**src/rtl/axil_pkg.sv**
```systemverilog
// Shared AXI-Lite definitions: default bus widths and the read response encoding.
package axil_pkg;

  localparam int AXI_ADDR_WIDTH = 32;
  localparam int AXI_DATA_WIDTH = 32;

  typedef enum logic [1:0] {
    AXIL_OKAY   = 2'b00,
    AXIL_EXOKAY = 2'b01,
    AXIL_SLVERR = 2'b10,
    AXIL_DECERR = 2'b11
  } axil_resp_t;

endpackage : axil_pkg

```
**src/rtl/axil_skid_buf.sv**
```systemverilog
// Two-entry valid/ready skid buffer. Every output, including in_ready, comes
// straight from a flop, so no combinational path crosses the buffer.
// Occupancy lives in the two valid bits alone:
//   EMPTY = {out_valid, skid_valid} = 00, ONE = 10, FULL = 11.
module axil_skid_buf #(
  parameter int WIDTH = 32
) (
  input  logic             aclk,
  input  logic             aresetn,
  input  logic [WIDTH-1:0] in_data,
  input  logic             in_valid,
  output logic             in_ready,
  output logic [WIDTH-1:0] out_data,
  output logic             out_valid,
  input  logic             out_ready
);

  logic             r_out_valid;
  logic [WIDTH-1:0] r_out_data;
  logic             r_skid_valid;
  logic [WIDTH-1:0] r_skid_data;
  logic             r_in_ready;

  logic             w_out_valid_nxt;
  logic [WIDTH-1:0] w_out_data_nxt;
  logic             w_skid_valid_nxt;
  logic [WIDTH-1:0] w_skid_data_nxt;
  logic             w_accept;
  logic             w_drain;

  // in_ready is registered, so it is low exactly while the skid is occupied.
  assign w_accept = in_valid && r_in_ready;
  assign w_drain  = r_out_valid && out_ready;

  // Next-state: skid refills the output first, otherwise accepted data goes to
  // the output if it is free this cycle, else into the skid.
  always_comb begin
    // NOTE: every signal gets a default first, so no path leaves it unassigned and no latch is inferred.
    w_out_valid_nxt  = r_out_valid;
    w_out_data_nxt   = r_out_data;
    w_skid_valid_nxt = r_skid_valid;
    w_skid_data_nxt  = r_skid_data;
    if (w_drain && r_skid_valid) begin
      // FULL -> ONE. in_ready is low in FULL, so no accept can coincide.
      w_out_data_nxt   = r_skid_data;
      w_skid_valid_nxt = 1'b0;
    end else if (w_accept && (!r_out_valid || out_ready)) begin
      // EMPTY -> ONE, or ONE -> ONE pass-through at full rate.
      w_out_valid_nxt = 1'b1;
      w_out_data_nxt  = in_data;
    end else if (w_accept) begin
      // ONE -> FULL: output stalled while the input presents data.
      w_skid_valid_nxt = 1'b1;
      w_skid_data_nxt  = in_data;
    end else if (w_drain) begin
      // ONE -> EMPTY.
      w_out_valid_nxt = 1'b0;
    end
  end

  // State register with synchronous active-low reset.
  always_ff @(posedge aclk) begin
    // NOTE: sequential state uses non-blocking assignments so every flop samples pre-edge values.
    if (!aresetn) begin
      r_out_valid  <= 1'b0;
      r_skid_valid <= 1'b0;
      r_in_ready   <= 1'b0;
      // NOTE: the data registers are reset too, so the outputs read 0 after reset rather than X.
      r_out_data   <= '0;
      r_skid_data  <= '0;
    end else begin
      r_out_valid  <= w_out_valid_nxt;
      r_out_data   <= w_out_data_nxt;
      r_skid_valid <= w_skid_valid_nxt;
      r_skid_data  <= w_skid_data_nxt;
      r_in_ready   <= !w_skid_valid_nxt;
    end
  end

  assign in_ready  = r_in_ready;
  assign out_valid = r_out_valid;
  assign out_data  = r_out_data;

endmodule : axil_skid_buf

```
**src/rtl/axil_rd_reg_slice.sv**
```systemverilog
// AXI-Lite read-path register slice. The AR channel always passes through a
// skid buffer. Define AXIL_RD_SLICE_R_EN to give the R channel its own skid
// buffer as well; without it R is plain wires with zero latency.
module axil_rd_reg_slice
  import axil_pkg::*;
#(
  parameter int ADDR_W = AXI_ADDR_WIDTH,
  parameter int DATA_W = AXI_DATA_WIDTH
) (
  input  logic              aclk,
  input  logic              aresetn,
  // Upstream master side
  input  logic [ADDR_W-1:0] m_axil_araddr,
  input  logic              m_axil_arvalid,
  output logic              m_axil_arready,
  output logic [DATA_W-1:0] m_axil_rdata,
  output logic [1:0]        m_axil_rresp,
  output logic              m_axil_rvalid,
  input  logic              m_axil_rready,
  // Downstream interconnect side
  output logic [ADDR_W-1:0] s_axil_araddr,
  output logic              s_axil_arvalid,
  input  logic              s_axil_arready,
  input  logic [DATA_W-1:0] s_axil_rdata,
  input  logic [1:0]        s_axil_rresp,
  input  logic              s_axil_rvalid,
  output logic              s_axil_rready
);

  // AR channel: always registered.
  axil_skid_buf #(
    .WIDTH (ADDR_W)
  ) u_ar_buf (
    .aclk      (aclk),
    .aresetn   (aresetn),
    .in_data   (m_axil_araddr),
    .in_valid  (m_axil_arvalid),
    .in_ready  (m_axil_arready),
    .out_data  (s_axil_araddr),
    .out_valid (s_axil_arvalid),
    .out_ready (s_axil_arready)
  );

`ifdef AXIL_RD_SLICE_R_EN
  // R channel: response and data travel together as one {rresp, rdata} beat.
  logic [DATA_W+1:0] w_r_out;

  axil_skid_buf #(
    .WIDTH (DATA_W + 2)
  ) u_r_buf (
    .aclk      (aclk),
    .aresetn   (aresetn),
    .in_data   ({s_axil_rresp, s_axil_rdata}),
    .in_valid  (s_axil_rvalid),
    .in_ready  (s_axil_rready),
    .out_data  (w_r_out),
    .out_valid (m_axil_rvalid),
    .out_ready (m_axil_rready)
  );

  assign m_axil_rresp = w_r_out[DATA_W+1:DATA_W];
  assign m_axil_rdata = w_r_out[DATA_W-1:0];
`else
  // R channel: straight wires, unaffected by reset.
  assign m_axil_rdata  = s_axil_rdata;
  assign m_axil_rresp  = s_axil_rresp;
  assign m_axil_rvalid = s_axil_rvalid;
  assign s_axil_rready = m_axil_rready;
`endif

endmodule : axil_rd_reg_slice

```
**config.mk**
```make
export PLATFORM = sky130hd
export DESIGN_NAME = axil_rd_reg_slice
export DESIGN_NICKNAME = d
export VERILOG_FILES = /design/src/rtl/axil_pkg.sv /design/src/rtl/axil_skid_buf.sv /design/src/rtl/axil_rd_reg_slice.sv
export SDC_FILE = /design/constraint.sdc
export NUM_CORES = 1
export LEC_CHECK = 0
export CAP_MARGIN = 10
export CORE_MARGIN = 5
export CORE_UTILIZATION = 30
export CTS_CLUSTER_SIZE = 25
export DETAILED_ROUTE_END_ITERATION = 10
export PLACE_DENSITY_LB_ADDON = 0.12
export SYNTH_ARGS = -nofsm -noshare
export SYNTH_HDL_FRONTEND = slang
export SYNTH_SLANG_ARGS = --single-unit
```
**constraint.sdc**
```tcl
create_clock -name aclk -period 2.1 [get_ports aclk]
set_input_delay 0.21 -clock aclk [delete_from_list [all_inputs] [get_ports aclk]]
set_output_delay 0.21 -clock aclk [all_outputs]
set_load 0.01 [all_outputs]
```
# Yosys cells after proc, flatten, opt, wreduce, memory -nomap -nowiden
# Cells that the tools add are included.
# op_classes
n_mul	0
magnitude_cmp	0
n_reduce_logical	11
n_div	0
bitwise	2
n_eq_ne	1
n_addsub	0
shift	0
n_mux	8
# ops
cell	n
32-bit two-way mux	2
1-bit two-way mux	6
3-bit AND reduction	2
1-bit logical AND	4
2-bit nonzero test	2
1-bit logical NOT	2
2-bit inequality test, second input constant	1
1-bit inverter	2
1-bit logical OR	1
# totals
mem_count	0
latchBits	0
in_bits	72
romBits	0
elab_cells	27
out_inout_bits	70
register_bits	67
ramBits	0

# Longest topological paths before layout
# Gate-level depths: netlist (run 1).
# depth
depth_word	6
ltp_mapped	5
depth_no_buf	3

# By module
# Synthesis (run 1) repeated with hierarchy kept, for this count alone.
# hier_totals
hier_cells	440
hier_area_um2	3453.3
# modules_own_cells
mod	seq_area_each_um2	area_each_um2	cells_per_inst	instances
axil_skid_buf	1341.3	3183.1	404	1
axil_rd_reg_slice	0.0	270.3	36	1

# Worst setup path before layout (run 1)
# Ideal clock, no wire load.
# synth_timing
path_type	register to register
startpoint	register u_ar_buf.r_out_valid (netlist: u_ar_buf.out_valid)
endpoint	register u_ar_buf.r_skid_data[11]
path_buffers	2
required_time_ns	1.984
setup_time_ns	0.116
path_stages_with_launch	6
arrival_time_ns	1.079
period_less_slack_ns	1.195
slack_ns	0.905
cell_sequence	dfxtp_1 -> buf_2 -> nand4b_1 -> buf_2 -> nand2_1 -> a21boi_1
# synth_via
elab_chain_len	5
elab_cells_between_ends	8
classes_between	bitwise (2); reduce/logical (6)
# synth_lines
element	line_no	source
start, declared	axil_skid_buf.sv:18	logic r_out_valid;
start signal, assigned	axil_skid_buf.sv:72	r_out_valid <= w_out_valid_nxt;
1-bit logical NOT	axil_skid_buf.sv:47	end else if (w_accept && (!r_out_valid || out_ready)) begin
1-bit logical OR	axil_skid_buf.sv:47	
1-bit logical AND	axil_skid_buf.sv:47	
1-bit inverter (no source line)	n/a	
3-bit AND reduction (no source line) *	n/a	
end signal, assigned	axil_skid_buf.sv:75	r_skid_data <= w_skid_data_nxt;
end, declared	axil_skid_buf.sv:21	logic [WIDTH-1:0] r_skid_data;
# Mark *: on every way between the ends. The rest lies on a longest branch, timed or not.
# A chain may end at the register's enable or synchronous reset.

# Worst setup path after layout (run 1)
# layout_timing
startpoint	register u_ar_buf.r_out_valid (netlist: u_ar_buf.out_valid)
endpoint	output s_axil_arvalid
# layout_lines
element	line_no	source
end, declared	axil_rd_reg_slice.sv:22	output logic s_axil_arvalid,
# No word-level cell between the ends.

==> flow_metrics.py, run 1 <==
metrics = {
    "outcome": {
        "outcome": "complete, no violations",
    },
    "layout": {
        "drive_above_1_share_pct": 6.45,
        "fillers": 1168,
        "fin_area_um2": 4200,
        "areaGrowthSynthToFinish_pct": 24.0,
        "n_antenna_cell": 0,
        "final_net_count": 534,
    },
    "critical_path": {
        "critPathSlowestCell": "dfxtp_1",
        "crit_end_category": "output port",
        "crit_type": "reg -> out",
        "crit_arrival_ns": 1.64,
        "critical_path.cell_chain": "clkdlybuf4s50_1",
        "timing.critical_path.from_type": "flip-flop",
        "regToRegStartpoint": "u_ar_buf.out_valid$_SDFFE_PN0P_",
        "cpLargestDelayFamily": "flip-flops",
        "critical-path-max-stage-delay_ns": 0.66,
        "timing.critical_path.buf_inv": 1,
        "critical_path.max_fanout": 17,
        "cp.required_ns": 1.89,
        "timing.critical_path.from": "u_ar_buf.out_valid$_SDFFE_PN0P_",
    },
    "pwr": {
        "static-leakage-power_nw": 1.43,
        "p_clk_share_pct": 43.4,
        "power_density_nw_per_um2": 753,
        "p_total_mw": 3.16,
        "power.share.combinational_pct": 13.1,
        "pwr-share-seq_pct": 43.5,
        "vdd.ir_drop.worst_v": 0.000377,
        "cell_internal_pwr_mw": 2.39,
        "switching_power_uw": 767,
        "sw_frac_of_total_pct": 24.3,
    },
    "global_route": {
        "antenna_violations_before_repair": 0,
        "via_count_of_the_first_global_routing_pass": 2991,
        "track_usage_pct": 14.4,
        "grt_first_pass_wirelength_um": 15400,
        "grt_overflow": 0,
        "grt_start_max_net_pins": 35,
    },
    "placement": {
        "routability_congestion_estimate_from_global_placement": 0.728,
        "portBuffers": 69,
        "place_ws_ns": 0.415,
        "place.detailed.hpwl_um": 5910,
        "placed_cell_area_um2": 3930,
    },
    "worst_hold_path": {
        "timing.hold.worst.class": "in -> out",
        "holdCritStartpoint": "s_axil_rdata[1]",
    },
    "cts": {
        "ctsHtreeMaxLevel": 3,
        "cts_buffers": 9,
        "cts_setup_buffers": 0,
        "cts_root_buffer": "clkbuf_16",
        "clock_tree_from_tritoncts": "built",
        "postCtsHoldBufs": 0,
        "clkTransAtPathRegs_ns": 0.05,
        "clock-sinks": 67,
        "cts_max_path_buffers": 2,
        "ctsResizeCount": 0,
        "clk_latency_ns": 0.32,
    },
    "yosys": {
        "synthTopCellsByArea": "dfxtp_1 40%, buf_4 8.0%, a21boi_1 7.3%, o21ai_0 7.2%, nand2_1 7.2%",
        "post-synth-top-count-cell": "dfxtp_1",
        "synth_seq_area_share_pct": 39.6,
        "synth.cell_area_um2": 3380,
        "synth_fp_nets": 512,
        "synth_cell_type_count": 20,
        "number_of_enable_type_register_cells_in_the_synthesized_netlist": 0,
        "synth_commonest_cells": "67 x dfxtp_1, 65 x nand2_1, 49 x o21ai_0, 48 x o21ai_1, 36 x buf_4",
        "synth_top_area_share_pct": 39.6,
        "synthArstFlopShare_pct": 0,
        "synth_seq_cells": 67,
        "synthCells": 440,
        "synth_area_leader_cell": "dfxtp_1",
        "synth_top_flop_cell": "dfxtp_1",
        "synthesized_area_per_cell_um2": 7.69,
        "ys.warnings.count": 0,
    },
    "sta": {
        "final_period_utilization_pct": 88.1,
        "setup_violations": 0,
        "final_critical_path_setup_slack_ns": 0.250,
        "finalSetupTns_ns": 0,
        "slew-limit-headroom_pct": 59.3,
        "final_max_slew_viol_count": 0,
        "final_period_minus_worst_setup_slack_ns": 1.85,
        "clock.fmax_mhz": 540,
        "timing_hold_violations_final": 0,
        "final.setup_skew_ns": 0.00580,
        "worst_slew_pin_slew_ns": 0.608,
        "rsz_0062_raised_after_global_routing": "no",
    },
    "routing": {
        "detailroute.wirelength.met2_um": 4410,
        "postRouteWirelength_um": 9350,
        "remaining_drc_errors": 0,
        "top_layer_used": "met4",
        "met1_length_um": 4260,
        "routed_wire_length_per_instance_um": 15.4,
        "first_iter_violations": 132,
        "drt_first_pass_iters": 4,
        "via_count": 2959,
        "drtAntennaViolNets": 0,
        "routed_via_density": 4.89,
        "routed-wl-met3_um": 545,
    },
    "floorplan": {
        "die_height_um": 116,
        "initial_utilization_pct": 30.9,
        "std_cell_rows": 38,
        "die_w_um": 116,
        "floorplan.core_area_um2": 10900,
        "die_area_um2": 13500,
        "ios": 142,
    },
    "flow_run": {
        "cap_viol_max_count": 0,
    },
}
## path summary, 6_finish.rpt
path | slack [ns] | depth (start not counted) | end
max | 0.25 | 1 | s_axil_arvalid
min | 0.42 | 0 | m_axil_rdata[1]
max reg2reg | 0.46 | 3 | u_ar_buf.out_data[30]$_SDFFE_PN0P_
min reg2reg | 0.45 | 2 | u_ar_buf.r_skid_data[22]$_SDFFE_PN0P_
## placed cells by master (no fill, tap or decap)
master            n
clkinv_2          1
nor2b_1           1
buf_4            13
a211oi_1         32
inv_1             1
nand2_2           1
and2_1           33
nand4b_1          1
dfxtp_1          67
clkbuf_8          2
a21oi_1           1
nand2b_1          1
nand2_1          65
a22o_2            1
and4b_1           1
buf_12            1
buf_2             1
clkdlybuf4s50_1  68
clkinvlp_4        1
a31oi_1           1
o21ai_1          48
clkbuf_1          1
o21ai_0          49
nor2_1           32
a21boi_1         33
clkbuf_16         9
## kinds of logic (layout without fill, tap and decap cells)
group,Yosys count,after routing,share of synthesized area [%]
AOI/OAI and AO/OA,165,165,29.4
buffers and inverters,73,98,13.0
DFF,67,67,39.6
and+or+nand+nor,135,135,18.0
## layer usage
layer	GRT usage [%]	vias up
met5	0	-
met4	4.80	0
met3	3.63	17
met2	23.7	73
met1	18.5	1362
li1	-	1507
## per-stage QoR
stage                     utilization, %  instances  hold WS [ns]
final                               38.4        605         0.420
after global routing                38.4        605         0.420
after CTS                           38.4        605         0.420
after detailed placement            35.9        591         0.420
after global placement              35.9        591         0.420
after floorplan                        -        440         0.345
## area by class of cell
class                      instances  area [µm²]  share of cell area [%]
clock buffer                      12         256                    6.11
clock inverter                     2        12.5                   0.298
inverter                           1        3.75                  0.0895
multi-input combinational        300        1600                    38.2
sequential                        67        1340                    32.0
tap                              140         175                    4.18
timing repair buffer              83         803                    19.1
## registers in the layout, indices dropped and copies added, names as in the netlist
register / count
u_ar_buf.in_ready: 1
u_ar_buf.out_data: 32
u_ar_buf.out_valid: 1
u_ar_buf.r_skid_data: 32
u_ar_buf.r_skid_valid: 1
## power groups by stage
stage | registers [mW] | clock network (mW) | logic, mW
after floorplan | 1.41 | 0 | 0.241
after global placement | 1.40 | 0 | 0.419
after detailed placement | 1.40 | 0 | 0.420
after CTS | 1.37 | 1.41 | 0.421
after global routing | 1.38 | 1.48 | 0.458
final | 1.37 | 1.37 | 0.414
Note: power is estimated with default switching activity, not from simulation.
==> run 2: changes to the inputs <==
--- a/config.mk
+++ b/config.mk
@@ -8,6 +8,7 @@
 export CAP_MARGIN = 10
 export CORE_MARGIN = 5
 export CORE_UTILIZATION = 30
+export CTS_BUF_LIST = sky130_fd_sc_hd__clkbuf_4 sky130_fd_sc_hd__clkbuf_8 sky130_fd_sc_hd__clkbuf_16
 export CTS_CLUSTER_SIZE = 25
 export DETAILED_ROUTE_END_ITERATION = 10
 export PLACE_DENSITY_LB_ADDON = 0.12
==> run 2 against run 1 <==
Against the previous run: sequential share of layout area hardly changed; routed wire length is the same; clock skew is essentially flat; fmax unchanged; register-to-register slack hardly changed; sequential cell count unchanged; clock-buffer cell count unchanged; die area did not move; global-route usage unchanged; clock power barely moved; largest cell class unchanged; largest power group is now the clock network; highest routed layer unchanged.
==> flow_metrics.py, run 2 (synthesis gave the netlist of run 1 again) <==
metrics = {
    "outcome": {
        "outcome": "complete, no violations",
    },
    "layout": {
        "final_net_count": 534,
        "layout_common_cells": "68 x clkdlybuf4s50_1, 67 x dfxtp_1, 65 x nand2_1",
        "mostFrequentLayoutCell": "clkdlybuf4s50_1",
        "fin_area_um2": 4200,
        "fillers": 1169,
        "areaGrowthSynthToFinish_pct": 24.1,
        "drive_above_1_share_pct": 6.67,
        "n_antenna_cell": 0,
    },
    "sta": {
        "rsz_0062_raised_after_global_routing": "no",
        "clock.fmax_mhz": 540,
        "setup_violations": 0,
        "finalSetupTns_ns": 0,
        "timing_hold_violations_final": 0,
        "worst_slew_pin_slew_ns": 0.608,
        "final_period_minus_worst_setup_slack_ns": 1.85,
        "final.setup_skew_ns": 0.00570,
        "final_period_utilization_pct": 88.1,
        "slew-limit-headroom_pct": 59.3,
        "final_max_slew_viol_count": 0,
        "final_critical_path_setup_slack_ns": 0.250,
    },
    "critical_path": {
        "critical_path.cell_chain": "clkdlybuf4s50_1",
        "crit_end_category": "output port",
        "critPathSlowestCell": "dfxtp_1",
        "cp.required_ns": 1.89,
        "timing.critical_path.from_type": "flip-flop",
        "cpLargestDelayFamily": "flip-flops",
        "critical_path.max_fanout": 17,
        "crit_arrival_ns": 1.64,
        "critical-path-max-stage-delay_ns": 0.66,
        "crit_type": "reg -> out",
        "timing.critical_path.buf_inv": 1,
    },
    "pwr": {
        "pwr-share-seq_pct": 43.3,
        "switching_power_uw": 766,
        "power.share.combinational_pct": 13.1,
        "vdd.ir_drop.worst_v": 0.000377,
        "sw_frac_of_total_pct": 24.2,
        "power_density_nw_per_um2": 755,
        "p_total_mw": 3.17,
        "static-leakage-power_nw": 1.44,
        "cell_internal_pwr_mw": 2.41,
        "p_clk_share_pct": 43.6,
    },
    "floorplan": {
        "floorplan.core_area_um2": 10900,
        "die_area_um2": 13500,
        "initial_utilization_pct": 30.9,
        "die_w_um": 116,
        "std_cell_rows": 38,
        "die_height_um": 116,
        "ios": 142,
    },
    "cts": {
        "cts_max_path_buffers": 2,
        "ctsResizeCount": 0,
        "cts_buffers": 9,
        "clock_tree_from_tritoncts": "built",
        "clk_latency_ns": 0.32,
        "postCtsHoldBufs": 0,
        "clock-sinks": 67,
        "clkTransAtPathRegs_ns": 0.05,
        "ctsHtreeMaxLevel": 3,
        "cts_root_buffer": "clkbuf_16",
        "cts_setup_buffers": 0,
    },
    "global_route": {
        "antenna_violations_before_repair": 0,
        "grt_first_pass_wirelength_um": 15400,
        "grt_overflow": 0,
        "track_usage_pct": 14.4,
        "grt_start_max_net_pins": 35,
        "via_count_of_the_first_global_routing_pass": 2991,
    },
    "placement": {
        "routability_congestion_estimate_from_global_placement": 0.728,
        "place.detailed.hpwl_um": 5910,
        "placed_cell_area_um2": 3930,
        "place_ws_ns": 0.415,
        "portBuffers": 69,
    },
    "routing": {
        "postRouteWirelength_um": 9350,
        "routed_via_density": 4.89,
        "via_count": 2959,
        "remaining_drc_errors": 0,
        "first_iter_violations": 132,
        "routed_wire_length_per_instance_um": 15.4,
        "drt_first_pass_iters": 4,
        "drtAntennaViolNets": 0,
    },
    "worst_hold_path": {
        "timing.hold.worst.class": "in -> out",
    },
    "flow_run": {
        "cap_viol_max_count": 0,
    },
}
## run 2: area by class of cell
| class | instances | area [µm²] | share of cell area (%) |
|---|---|---|---|
| Multi-Input combinational cell | 300 | 1600 | 38.2 |
| Sequential cell | 67 | 1340 | 31.9 |
| Clock buffer | 12 | 260 | 6.20 |
| Inverter | 1 | 3.75 | 0.0894 |
| Tap cell | 140 | 175 | 4.17 |
| Timing Repair Buffer | 83 | 803 | 19.1 |
| Clock inverter | 2 | 12.5 | 0.298 |
## run 2: path summary, 6_finish.rpt
kind,from,end,slack (ns),cells past startpoint
setup / recovery,u_ar_buf.out_valid$_SDFFE_PN0P_,s_axil_arvalid,0.25,1
hold / removal,s_axil_rdata[1],m_axil_rdata[1],0.42,0
setup reg to reg,u_ar_buf.out_valid$_SDFFE_PN0P_,u_ar_buf.out_data[30]$_SDFFE_PN0P_,0.46,3
hold reg to reg,u_ar_buf.r_skid_data[22]$_SDFFE_PN0P_,u_ar_buf.r_skid_data[22]$_SDFFE_PN0P_,0.45,2
## run 2: routing by layer
layer / part of all wire, % / vias up / GRT usage, %
li1: - / 1507 / -
met1: 46 / 1362 / 18.5
met2: 47 / 73 / 23.7
met3: 5.8 / 17 / 3.63
met4: 1.4 / 0 / 4.80
met5: 0 / - / 0
## run 2: power groups by stage
stage | clock network, mW | registers (mW) | logic [mW]
after floorplan | 0 | 1.41 | 0.241
after global placement | 0 | 1.40 | 0.419
after detailed placement | 0 | 1.40 | 0.420
after CTS | 1.43 | 1.37 | 0.421
after global routing | 1.49 | 1.38 | 0.458
final | 1.38 | 1.37 | 0.414
## run 2: per-stage QoR
stage                     util, %  hold WS, ns  instances
after floorplan                 -        0.345        440
after detailed placement     35.9        0.420        591
after global placement       35.9        0.420        591
after global routing         38.4        0.420        605
final                        38.4        0.420        605
after CTS                    38.4        0.420        605
==> run 3: changes to the inputs <==
==> constraint.sdc (replaced) <==
create_clock -name aclk -period 1.7 [get_ports aclk]
set_input_delay 0.17 -clock aclk [delete_from_list [all_inputs] [get_ports aclk]]
set_output_delay 0.17 -clock aclk [all_outputs]
set_load 0.01 [all_outputs]
==> run 3 against run 2 <==
Against the previous run: non-clock buffer count grew 5; highest routed layer unchanged; final cell count grew 1.2%; combinational power grew 29%; sequential power grew 24%; routed wire length shrank 1.0%; clock-buffer cell count shrank 1; clock power grew 35%; die area is the same; power grew 29%; setup slack lost 0.11 ns.
==> flow_metrics.py, run 3 (synthesis gave the netlist of run 1 again) <==
metrics = {
    "outcome": {
        "outcome": "complete, no violations",
    },
    "routing": {
        "routed_wire_length_per_instance_um": 15.1,
        "remaining_drc_errors": 0,
        "via_count": 2990,
        "postRouteWirelength_um": 9250,
        "first_iter_violations": 127,
        "drt_first_pass_iters": 4,
        "routed_via_density": 4.89,
        "drtAntennaViolNets": 0,
    },
    "layout": {
        "layout_common_cells": "68 x clkdlybuf4s50_1, 66 x dfxtp_1, 65 x nand2_1",
        "areaGrowthSynthToFinish_pct": 27.5,
        "fin_area_um2": 4310,
        "final_net_count": 539,
        "stdcell_count": 612,
        "mostFrequentLayoutCell": "clkdlybuf4s50_1",
        "n_antenna_cell": 0,
        "core_occupancy_in_the_finished_layout_pct": 39.5,
        "final-seq-area_um2": 1340,
        "drive_above_1_share_pct": 8.26,
        "fillers": 1122,
        "multi_input_comb_area_um2": 1600,
    },
    "critical_path": {
        "crit_type": "reg -> out",
        "r2r_slack_ns": 0.35,
        "cpLargestDelayFamily": "buffers and inverters",
        "worstReg2RegEnd": "u_ar_buf.out_data[4]$_SDFFE_PN0P_",
        "crit_end_category": "output port",
        "timing.critical_path.buf_inv": 1,
        "critPathSlowestCell": "clkdlybuf4s50_1",
        "timing.critical_path.from_type": "flip-flop",
        "regToRegStartpoint": "u_ar_buf.r_skid_valid$_SDFF_PN0_",
        "crit_arrival_ns": 1.39,
        "r2r.worst_path.cells": 4,
        "critical_path.max_fanout": 12,
        "cp.required_ns": 1.53,
        "cp.depth": 1,
        "critical_path.cell_chain": "clkdlybuf4s50_1",
        "critical-path-max-stage-delay_ns": 0.61,
        "timing.critical_path.from": "u_ar_buf.out_valid$_SDFFE_PN0P_",
    },
    "global_route": {
        "grt_overflow": 0,
        "antenna_violations_before_repair": 0,
        "grt_first_pass_wirelength_um": 14900,
        "via_count_of_the_first_global_routing_pass": 2897,
        "track_usage_pct": 14.1,
        "grt_start_max_net_pins": 44,
    },
    "worst_hold_path": {
        "min_delay_path_depth": 4,
        "whs_endpoint": "u_ar_buf.out_data[16]$_SDFFE_PN0P_",
        "holdCritStartpoint": "aresetn",
        "timing.hold.worst.class": "in -> reg",
    },
    "sta": {
        "rsz_0062_raised_after_global_routing": "no",
        "final_max_slew_viol_count": 0,
        "final_period_minus_worst_setup_slack_ns": 1.56,
        "finalSetupTns_ns": 0,
        "timing_hold_violations_final": 0,
        "final_period_utilization_pct": 91.5,
        "setup_violations": 0,
        "slew-limit-headroom_pct": 72.7,
        "clock.fmax_mhz": 643,
        "final.setup_skew_ns": 0.00849,
        "worst_slew_pin_slew_ns": 0.409,
    },
    "floorplan": {
        "die_area_um2": 13500,
        "ios": 142,
        "std_cell_rows": 38,
        "floorplan.core_area_um2": 10900,
        "initial_utilization_pct": 30.9,
        "die_w_um": 116,
        "die_height_um": 116,
    },
    "pwr": {
        "p_total_mw": 4.09,
        "vdd.ir_drop.worst_v": 0.000563,
        "static-leakage-power_nw": 1.50,
        "power_density_nw_per_um2": 949,
    },
    "placement": {
        "portBuffers": 69,
        "place.detailed.hpwl_um": 6240,
        "routability_congestion_estimate_from_global_placement": 0.690,
        "placed_cell_area_um2": 4010,
        "dp.cells": 596,
    },
    "cts": {
        "clock_tree_from_tritoncts": "built",
        "cts_buffers": 9,
        "clock-sinks": 67,
        "cts_root_buffer": "clkbuf_16",
        "cts_max_path_buffers": 2,
        "clkTransAtPathRegs_ns": 0.05,
        "ctsHtreeMaxLevel": 3,
        "cts_setup_buffers": 0,
        "clk_latency_ns": 0.33,
    },
    "flow_run": {
        "cap_viol_max_count": 0,
    },
}
==> run 3: cell types whose count changed in the layout (fill, tap and decap cells not counted) <==
cell / before / now
bufinv_16: 0 / 1
clkinv_2: 1 / 3
dfxtp_2: 0 / 1
buf_4: 13 / 14
clkbuf_8: 2 / 1
buf_12: 1 / 5
dfxtp_1: 67 / 66
==> run 3: power breakdown <==
group | switching [mW] | internal (mW)
registers | 0.0550 | 1.64
logic | 0.248 | 0.286
clock network | 0.679 | 1.18
total | 0.982 | 3.11
==> run 3: worst max path at each step <==
| stage | to |
|---|---|
| finish | s_axil_arvalid |
| global route | s_axil_arvalid |
| CTS | s_axil_arvalid |
| detailed placement | u_ar_buf.out_data[17]$_SDFFE_PN0P_ |
| global placement | u_ar_buf.r_skid_data[5]$_SDFFE_PN0P_ |
| floorplan | u_ar_buf.r_skid_data[11]$_SDFFE_PN0P_ |
==> run 3: layout make-up <==
type / count / area share, %
inverter: 1 / 0.0870
timing repair buffer: 88 / 20.6
multi-input combinational: 300 / 37.2
sequential: 67 / 31.1
tap: 140 / 4.06
clock buffer: 11 / 5.71
clock inverter: 5 / 1.22
==> run 3: what timing repair did <==
action / CTS / global route
gates resized for setup: 1 / 0
hold buffers: 0 / 0
setup endpoints to repair: 1 / 0
hold endpoints to repair: 0 / 0
==> run 3: per-layer routing <==
layer  wire [µm]  up-vias  global-route usage, %
li1            -     1516                      -
met4         150        0                   4.80
met1        4090     1381                   17.0
met3         484       22                   3.78
met2        4520       71                   24.3
met5           0        -                      0
==> run 3: through the flow <==
stage               hold WS, ns  setup slack, ns
floorplan                 0.305            0.505
global placement          0.340            0.196
detailed placement        0.340            0.171
CTS                       0.320            0.132
global route              0.330           0.0930
finish                    0.323            0.145
==> edit 1, RTL diff (flow settings as in run 2) <==
Build with the macro `AXIL_RD_SLICE_R_EN` defined.
--- a/src/rtl/axil_rd_reg_slice.sv
+++ b/src/rtl/axil_rd_reg_slice.sv
@@ -2,4 +2,6 @@
 // skid buffer. Define AXIL_RD_SLICE_R_EN to give the R channel its own skid
 // buffer as well; without it R is plain wires with zero latency.
+`define AXIL_RD_SLICE_R_EN
+
 module axil_rd_reg_slice
   import axil_pkg::*;
Behaviour: not the same (Yosys sat finds a counterexample within 4 cycles, from zero or initial values and one cycle with aresetn low).
==> edit 1 against run 2 <==
Final area grew 110%; power grew 110%; sequential cell count grew 71; area after synthesis grew 88%; non-clock buffer count grew 87; wire length grew 110%; worst setup slack lost 0.091 ns; clock power grew 120%.
==> edit 1: results (changes against run 2) <==
metric	value	unit	change
status	completed		unchanged
cts_resized	0		unchanged
synth_ff_type	dfxtp_1		unchanged
drive_above_1_share	6.88	%	was 6.67%
grt_antenna_before_repair	1		was 0
finalClockSkew	0.0114	ns	was 0.00570 ns
p_leak	0.00304	uW	was 0.00144 uW
hold_class	in -> reg		was in -> out
critPathArrivalTime	1.73	ns	was 1.64 ns
placed_cells	1202		was 591
first_pass_iters	5		was 4
ys_seq_area_share	43.3	%	was 39.6%
fillers	2214		was 1169
grtUsageTotal	16.1	%	was 14.4%
cp_max_fo	16		was 17
dr_wl_met3	697	um	was 545 um
fin_cells	1235		was 605
synthCells	835		was 440
met2_length	9510	um	was 4410 um
routed_via_density	4.85		was 4.89
cts_buffers	17		was 9
gp_congestion	0.694		was 0.728
crit_start	u_r_buf.out_valid$_SDFFE_PN0P_		was u_ar_buf.out_valid$_SDFFE_PN0P_
clock_latency	0.42	ns	was 0.32 ns
clkTransAtPathRegs	0.06	ns	
grt_max_degree	67		was 35
drt_wl_total	19500	um	was 9350 um
wl_met1	8990	um	was 4270 um
drtIter0Drc	227		was 132
reg2reg_slack	0.52	ns	was 0.46 ns
synth_area_leaders	dfxtp_1, o21ai_0, a211oi_1, and2_1, nand2_1		was dfxtp_1, buf_4, a21boi_1, o21ai_0, nand2_1
reg2reg_to	u_r_buf.out_data[4]$_SDFFE_PN0P_		was u_ar_buf.out_data[30]$_SDFFE_PN0P_
portBuffers	141		was 69
tightestPinTransition	0.565	ns	was 0.608 ns
max_stage_delay	0.68	ns	was 0.66 ns
grt_pass1_wl	31600	um	was 15400 um
ir_drop	0.000452	V	was 0.000377 V
dp_worst_setup_slack	0.417	ns	was 0.415 ns
crit_end	m_axil_rvalid		was s_axil_arvalid
ys_top_cells_by_count	o21ai_0, dfxtp_1, nand2_1		was dfxtp_1, nand2_1, o21ai_0
r2r_cells	4		was 3
post-dp-hpwl	12200	um	was 5910 um
htreeDepth	4		was 3
grt_pass1_vias	5874		was 2991
ys_types	28		was 20
syn_nets	907		was 512
nets	1018		was 534
-- edit 1: worst min path at each step --
| stage | from | end | slack, ns | depth (start not counted) |
|---|---|---|---|---|
| 2_1_floorplan | s_axil_rdata[10] | u_r_buf.r_skid_data[10]$_SDFFE_PN0P_ | 0.34 | 2 |
| 3_3_place_gp | u_r_buf.r_skid_data[24]$_SDFFE_PN0P_ | u_r_buf.r_skid_data[24]$_SDFFE_PN0P_ | 0.44 | 2 |
| 3_5_place_dp | u_r_buf.r_skid_data[29]$_SDFFE_PN0P_ | u_r_buf.r_skid_data[29]$_SDFFE_PN0P_ | 0.44 | 2 |
| 4_1_cts | aresetn | u_r_buf.r_skid_data[13]$_SDFFE_PN0P_ | 0.22 | 2 |
| 5_1_grt | aresetn | u_r_buf.r_skid_data[11]$_SDFFE_PN0P_ | 0.23 | 2 |
| 6_report | aresetn | u_r_buf.out_data[17]$_SDFFE_PN0P_ | 0.23 | 3 |
-- edit 1: metrics by stage --
| stage | hold WS (ns) | total power, uW | cell area, um2 |
|---|---|---|---|
| after floorplan | 0.345 | 3260 | 6370 |
| after global placement | 0.437 | 3760 | 8090 |
| after detailed placement | 0.440 | 3760 | 8090 |
| after CTS | 0.218 | 6890 | 8690 |
| after global routing | 0.227 | 7110 | 8700 |
| final | 0.230 | 6790 | 8700 |
-- edit 1: per-layer routing --
metal  GRT usage, %  vias to the layer above
met4           5.29                        0
met5              0                        -
li1               -                     3125
met3           3.44                       17
met1           20.5                     2740
met2           27.2                      104
-- edit 1: layout make-up --
| type | count | share of cell area [%] |
|---|---|---|
| multi-input combinational | 617 | 37.5 |
| sequential | 138 | 31.8 |
| timing repair buffer | 170 | 19.7 |
| clock buffer | 20 | 5.37 |
| tap | 275 | 3.96 |
| clock inverter | 12 | 1.60 |
| inverter | 2 | 0.0863 |
| antenna | 1 | 0.0288 |
-- edit 1: kinds of logic after synthesis --
family / count (synthesis) / synth area share [%]
buffers and inverters: 80 / 5.52
AND/OR/NAND/NOR: 277 / 20.3
AO/OA/AOI/OAI: 340 / 30.9
flip-flops: 138 / 43.3
-- edit 1: where the power goes --
| group | leakage, uW | internal [uW] | switching, uW |
|---|---|---|---|
| logic | 0.00162 | 445 | 420 |
| registers | 0.00113 | 2730 | 94.7 |
| clock network | 0.000291 | 1860 | 1240 |
| total | 0.00304 | 5040 | 1760 |
==> edit 2, RTL diff (flow settings as in run 2) <==
Without the edit above. Reset style: asynchronous (`aresetn`), changed in one clocked block. Comments in the files are not updated.
--- a/src/rtl/axil_skid_buf.sv
+++ b/src/rtl/axil_skid_buf.sv
@@ -60,5 +60,5 @@
 
   // State register with synchronous active-low reset.
-  always_ff @(posedge aclk) begin
+  always_ff @(posedge aclk or negedge aresetn) begin
     // NOTE: sequential state uses non-blocking assignments so every flop samples pre-edge values.
     if (!aresetn) begin
Function: differs if aresetn is asserted again (counterexample within 4 cycles, from zero or initial values and one cycle with aresetn low); with aresetn held inactive, the same outputs for 10 cycles.
==> edit 2 against run 2 <==
Die area up 6.1%; final cell count down 20%; wire length is 7.3% lower; sequential cell count stayed put; worst setup slack better by 0.10 ns; count of clock-buffer cells in the layout unchanged; critical path depth increased by 1; hold slack is essentially flat; final area increased by 9.0%; area after synthesis rose by 6.7%; critical endpoint unchanged; largest cell class is now sequential cells.
Power is not compared: it rests on default switching activity, and its combinational part moved more than twofold at a synthesized area within 25%.
==> edit 2: results (changes against run 2) <==
metric	value	unit	change
ys_top_cells_by_count	dfrtp_1, o21ai_0, buf_4		was dfxtp_1, nand2_1, o21ai_0
status	completed		unchanged
r2r_start	u_ar_buf.r_skid_valid$_DFF_PN0_		was u_ar_buf.out_valid$_SDFFE_PN0P_
r2r_cells	4		was 3
met2_length	3860	um	was 4410 um
drtIter0Drc	129		was 132
post-dp-hpwl	5670	um	was 5910 um
final_util	38.4	%	about the same
dp_worst_setup_slack	0.310	ns	was 0.415 ns
finalClockSkew	0.0121	ns	was 0.00570 ns
use_met1	17.2	%	was 18.5%
slowest_stage	clkdlybuf4s50_1		was dfxtp_1
wl_met1	4260	um	was 4270 um
cp_max_fo	11		was 17
reg2reg_slack	0.52	ns	was 0.46 ns
hold_start	s_axil_rdata[12]		was s_axil_rdata[1]
gp_congestion	0.694		was 0.728
path_delay_family	buffers and inverters		was flip-flops
ys_types	19		was 20
synthArstFlopShare	100	%	was 0%
relSlewSlack	60.0	%	was 59.3%
vias	2310		was 2959
syn_nets	368		was 512
fin_cells	485		was 605
synth_mux_area_share	13.1	%	was 0%
placed_cell_area	0.00423	mm2	was 0.00393 mm2
dr_wl_met3	443	um	was 545 um
synth_area_leaders	dfrtp_1, a2bb2oi_2, mux2_4, o21ai_0, buf_4		was dfxtp_1, buf_4, a21boi_1, o21ai_0, nand2_1
reg2reg_to	u_ar_buf.out_data[22]$_DFFE_PN0P_		was u_ar_buf.out_data[30]$_SDFFE_PN0P_
[edit 2: worst max path at each step]
stage | start | endpoint | slack, ns | depth (start not counted)
after floorplan | u_ar_buf.out_valid$_DFFE_PN0P_ | u_ar_buf.r_skid_data[0]$_DFFE_PN0P_ | 0.66 | 5
after global placement | s_axil_arready | u_ar_buf.r_skid_data[12]$_DFFE_PN0P_ | 0.34 | 5
after detailed placement | s_axil_arready | u_ar_buf.r_skid_data[12]$_DFFE_PN0P_ | 0.31 | 5
after CTS | u_ar_buf.out_valid$_DFFE_PN0P_ | s_axil_arvalid | 0.34 | 2
after global routing | u_ar_buf.out_valid$_DFFE_PN0P_ | s_axil_arvalid | 0.28 | 2
final | u_ar_buf.out_valid$_DFFE_PN0P_ | s_axil_arvalid | 0.35 | 2
[edit 2: final cells by class]
type / count / share of cell area (%)
multi-input cells: 169 / 33.5
inverters: 2 / 0.164
well taps: 147 / 4.02
clock inverters: 4 / 1.59
repair buffers: 84 / 18.4
flip-flops and latches: 67 / 36.6
clock buffers: 12 / 5.69
